## src/rtl/mod_reduce_seq.sv

```systemverilog
// mod_reduce_seq
//   Sequential modular reducer. Takes a signed 8-bit value Din and a signed
//   5-bit modulus Q over a valid/ready handshake. It returns the canonical
//   residue Dout in 0..Q-1 and the signed quotient Quot, so that
//   Din = Quot*Q + Dout. The value is corrected by one add or subtract of Q
//   per clock. A modulus outside 2..15 returns Err=1 with a zero result.
//
// Ports
//   clk        rising-edge clock
//   rst        synchronous, active-high reset
//   Din        signed value to reduce (-128..127)
//   Q          signed modulus (legal 2..15)
//   in_valid   Din/Q valid
//   in_ready   block can accept a new transaction (IDLE only)
//   Dout       residue 0..Q-1
//   Quot       signed quotient
//   Err        modulus was illegal for this transaction
//   out_valid  Dout/Quot/Err valid
//   out_ready  consumer accepts the result
module mod_reduce_seq (
  input  logic              clk,
  input  logic              rst,
  input  logic signed [7:0] Din,
  input  logic signed [4:0] Q,
  input  logic              in_valid,
  output logic              in_ready,
  output logic        [3:0] Dout,
  output logic signed [7:0] Quot,
  output logic              Err,
  output logic              out_valid,
  input  logic              out_ready
);

  typedef enum logic [1:0] {
    IDLE = 2'd0,
    LOAD = 2'd1,
    RUN  = 2'd2,
    DONE = 2'd3
  } state_t;

  state_t state, state_n;

  // Working registers. These carry data only, so they are not reset; a
  // transaction always reloads them on acceptance.
  logic signed [8:0] acc, acc_n;
  logic signed [4:0] q_reg, q_reg_n;
  logic signed [7:0] quot, quot_n;

  // Registered outputs.
  logic        [3:0] dout_n;
  logic signed [7:0] quot_out_n;
  logic              err_n;
  logic              out_valid_n;
  logic              in_ready_n;

  // Widen the 8-bit input to the 9-bit accumulator so that adding or
  // subtracting a 4-bit modulus can never wrap.
  function automatic logic signed [8:0] sext_din(input logic signed [7:0] v);
    return {v[7], v};
  endfunction

  function automatic logic signed [8:0] sext_q(input logic signed [4:0] v);
    return {{4{v[4]}}, v};
  endfunction

  function automatic logic q_legal(input logic signed [4:0] v);
    return (v >= 5'sd2) && (v <= 5'sd15);
  endfunction

  always_comb begin
    state_n     = state;
    acc_n       = acc;
    q_reg_n     = q_reg;
    quot_n      = quot;
    dout_n      = Dout;
    quot_out_n  = Quot;
    err_n       = Err;
    out_valid_n = out_valid;

    case (state)
      IDLE: begin
        if (in_valid && in_ready) begin
          acc_n   = sext_din(Din);
          q_reg_n = Q;
          quot_n  = 8'sd0;
          state_n = LOAD;
        end
      end
      // One settle cycle after acceptance: the first check always works on
      // operands that have been sitting in registers for a full cycle.
      LOAD: begin
        state_n = RUN;
      end
      RUN: begin
        if (!q_legal(q_reg)) begin
          err_n       = 1'b1;
          dout_n      = 4'd0;
          quot_out_n  = 8'sd0;
          out_valid_n = 1'b1;
          state_n     = DONE;
        end else if (acc < 9'sd0) begin
          acc_n  = acc + sext_q(q_reg);
          quot_n = quot - 8'sd1;
        end else if (acc >= sext_q(q_reg)) begin
          acc_n  = acc - sext_q(q_reg);
          quot_n = quot + 8'sd1;
        end else begin
          // acc is now in 0..Q-1 with Q <= 15, so the low nibble is exact.
          dout_n      = acc[3:0];
          quot_out_n  = quot;
          err_n       = 1'b0;
          out_valid_n = 1'b1;
          state_n     = DONE;
        end
      end
      DONE: begin
        if (out_valid && out_ready) begin
          out_valid_n = 1'b0;
          state_n     = IDLE;
        end
      end
      default: begin
        state_n = IDLE;
      end
    endcase

    // in_ready is registered from the next state so it is high exactly while
    // the block sits in IDLE and never overlaps a pending result.
    in_ready_n = (state_n == IDLE);
  end

  // Control and output registers
  always_ff @(posedge clk) begin
    if (rst) begin
      state     <= IDLE;
      Dout      <= 4'd0;
      Quot      <= 8'sd0;
      Err       <= 1'b0;
      out_valid <= 1'b0;
      in_ready  <= 1'b0;
    end else begin
      state     <= state_n;
      Dout      <= dout_n;
      Quot      <= quot_out_n;
      Err       <= err_n;
      out_valid <= out_valid_n;
      in_ready  <= in_ready_n;
    end
  end

  // Datapath registers
  always_ff @(posedge clk) begin
    acc   <= acc_n;
    q_reg <= q_reg_n;
    quot  <= quot_n;
  end

endmodule

```

## config.mk

```make
export PLATFORM = sky130hd
export DESIGN_NAME = mod_reduce_seq
export DESIGN_NICKNAME = d
export VERILOG_FILES = /design/src/rtl/mod_reduce_seq.sv
export SDC_FILE = /design/constraint.sdc
export NUM_CORES = 1
export LEC_CHECK = 0
export ABC_AREA = 1
export BUFFER_PORTS_ARGS = -buffer_cell sky130_fd_sc_hd__buf_4
export CAP_MARGIN = 10
export CORE_MARGIN = 3
export CORE_UTILIZATION = 40
export CTS_CLUSTER_DIAMETER = 40
export CTS_CLUSTER_SIZE = 14
export DETAILED_ROUTE_END_ITERATION = 7
export SYNTH_ARGS = -nofsm -noshare
export SYNTH_HDL_FRONTEND = slang
export SYNTH_SLANG_ARGS = --single-unit
```

## constraint.sdc

```tcl
create_clock -name clk -period 4 [get_ports clk]
set_clock_uncertainty 0.2 [all_clocks]
set_input_delay 0 -clock clk [delete_from_list [all_inputs] [get_ports clk]]
set_output_delay 0 -clock clk [all_outputs]
set_load 0.05 [all_outputs]
```

==> results.sh <==
export IMPL_finalCritPeriodShare=0.712
export IMPL_antenna_found_initial=0
export IMPL_utilization=0.498
export IMPL_clkSinkCount=39
export IMPL_rr_worst_depth=10
export IMPL_viasPerCell=5.06
export IMPL_final_cell_mix="nand2_1, inv_1, buf_4, a21oi_1, nand3_1"
export IMPL_setup_worst_path_end="quot[3]"
export IMPL_layout_commonest_cell="nand2_1"
export IMPL_port_buffers=31
export IMPL_crit_arrival_ns=2.65
export IMPL_hp_class="input port to flip-flop"
export IMPL_largest_reg_flops=9
export IMPL_ctsResizeCount=0
export IMPL_startpoint="acc[8]"
export IMPL_h_tree_depth=2
export IMPL_drive_gt1_frac=0.183
export IMPL_vias=2274
export IMPL_power_density_nw_per_um2=559
export IMPL_synth_cell_types=36
export IMPL_synthesis_area_um2=2660
export IMPL_power_leakage_uw=0.00141
export IMPL_yosysWarnings=0
export IMPL_finalCriticalPeriod_ns=2.85
export IMPL_rows=29
export IMPL_stdcell_area_um2=3180
export IMPL_numCtsBuffers=5
export IMPL_rrSetupSlack_ns=1.15
export IMPL_final_setup_tns_ns=0
export IMPL_initial_core_util=0.416
export IMPL_drc=0
export IMPL_io_pins=32
export IMPL_path_class="flip-flop to flip-flop"
export IMPL_grt_pass1_wl_um=9950
export IMPL_clk_pin_slew_ns=0.09
export IMPL_coreArea_um2=6390
export IMPL_endpoint_kind="flip-flop"
export IMPL_hold_viol=0
export IMPL_relSlewSlack=0.505
export IMPL_syn_inst=325
export IMPL_syn_avg_cell_area_um2=8.18
export IMPL_grt_overflow=0
export IMPL_dpl_cell_area_um2=2940
export IMPL_cap_violations=0
export IMPL_ys_seq_area_frac=0.377
export IMPL_r2r_end="quot[3]"
export IMPL_area_delta_synth_final_pct=19.6
export IMPL_ctsHoldBuffers=16
export IMPL_r2r_start="acc[8]"
export IMPL_cts_tree="built"
export IMPL_post_cts_setup_buffers=0
export IMPL_status="finished clean"
export IMPL_dr_first_iter_drc_count=108
export IMPL_tightest_slew_ns=0.738
export IMPL_crit_fanout=17
export IMPL_first_global_vias=2219
export IMPL_drt_total_wl_um=5980
export IMPL_required_ns=3.80
export IMPL_hpwl_um=4410
export IMPL_fmax_ghz=0.351
export IMPL_gp_congestion=0.928
export IMPL_grt_start_max_net_pins=18
export IMPL_die_w_um=87.5
export IMPL_root_buffer="clkbuf_8"
export IMPL_grt_usage=0.165
export IMPL_dr_pass1_iters=4
export IMPL_critPathLaunchType="flip-flop"
export IMPL_syn_nets=369
export IMPL_async_flop_share=0
export IMPL_ir_worst_vdd_mv=0.269
export IMPL_maxSlewViolCount=0
export IMPL_min_path_cells=2
export IMPL_top_register="acc"
export IMPL_largestRegisters="acc: 9 flops, Quot: 8 flops, quot: 8 flops"
export IMPL_dieArea_um2=7660
export IMPL_num_antenna_cells=0
export IMPL_wl_per_cell_um=13.3
export IMPL_synth_ff_type="edfxtp_1"
export IMPL_clock_latency_ns=0.30
export IMPL_die_y_um=87.5
export IMPL_rsz0062_at_grt="no"
export IMPL_postRouteAntennaNets=0
export IMPL_clockBufferDepth=2
export IMPL_synth_seq_cells=39
export IMPL_final_nets=415
export IMPL_fill_cells=622
export IMPL_synth_edf_count=22
export IMPL_finalSetupViolCount=0
[cell type report]
cell class / count / area (um2) / area share
Multi-Input combinational cell: 236 / 1430 / 0.450
Sequential cell: 39 / 1000 / 0.315
Timing Repair Buffer: 50 / 415 / 0.131
Inverter: 39 / 151 / 0.0476
Tap cell: 77 / 96.3 / 0.0303
Clock buffer: 6 / 72.6 / 0.0228
Clock inverter: 2 / 11.3 / 0.00354
[through the flow]
stage	cells	total power (uW)	hold WS, ns	setup WS [ns]
after floorplan	325	1310	-0.101	0.889
after global placement	425	1500	-0.0192	1.26
after detailed placement	425	1500	-0.0196	1.15
after CTS	449	1790	0.219	1.14
after global routing	449	1930	0.228	0.860
final	449	1780	0.221	1.15
[synth_stat cells (2+ instances only)]
master	number	area, um2
clkbuf_1	6	22.5
o21ai_0	23	115
xor2_1	5	43.8
buf_6	2	22.5
a21oi_2	10	87.6
inv_1	36	135
nand2_2	9	56.3
dfxtp_1	17	340
nand4_1	3	18.8
nand3_1	27	135
nor2_2	2	12.5
nand2_1	65	244
edfxtp_1	22	661
a21oi_1	30	150
inv_2	2	7.51
nor3_1	3	15.0
fa_1	3	60.1
o21bai_1	2	15.0
o311ai_0	2	17.5
nor2_1	17	63.8
ha_1	24	300
[power by group]
group | leakage [uW] | switching, uW | internal, uW | total, uW
registers | 0.000343 | 72.5 | 532 | 605
clock network | 0.0000455 | 151 | 123 | 273
logic | 0.00102 | 590 | 310 | 899
[routing by layer]
metal	vias to the layer above	global-route usage	part of all wire	wire length [um]
met5	-	0	0	0
met4	0	0.0544	0.018	108
met3	13	0.0350	0.037	224
met2	40	0.274	0.46	2770
met1	1030	0.213	0.48	2880
li1	1191	-	-	-
[critical path, stage by stage, from the launching register on]
cell and delay (ns):
edfxtp_1 0.67, ha_1 0.54, nand2_1 0.12, nor2_2 0.11
nand3_1 0.13, nand3_1 0.10, nand2_1 0.09, nand3_1 0.10
nor2_1 0.05, a21oi_1 0.18, buf_4 0.24
[how the worst min path moves through the flow]
stage	start	end	slack, ns
5_1_grt	Q[3]	q_reg[3]	0.23
3_5_place_dp	Q[1]	q_reg[1]	-0.02
2_1_floorplan	Q[0]	q_reg[0]	-0.10
3_3_place_gp	Q[2]	q_reg[2]	-0.02
4_1_cts	Q[2]	q_reg[2]	0.22
6_report	Q[2]	q_reg[2]	0.22
[kinds of logic (layout without fill, tap and decap cells)]
| group | after synthesis | in the layout | synth area share |
|---|---|---|---|
| XOR/XNOR | 6 | 6 | 0.0198 |
| flip-flops | 39 | 39 | 0.377 |
| buffers and inverters | 50 | 97 | 0.0847 |
| AND/OR/NAND/NOR | 130 | 130 | 0.220 |
| adder cells (fa/ha/maj) | 27 | 27 | 0.136 |
| AO/OA/AOI/OAI | 73 | 73 | 0.163 |
(Power assumes the default switching activity.)
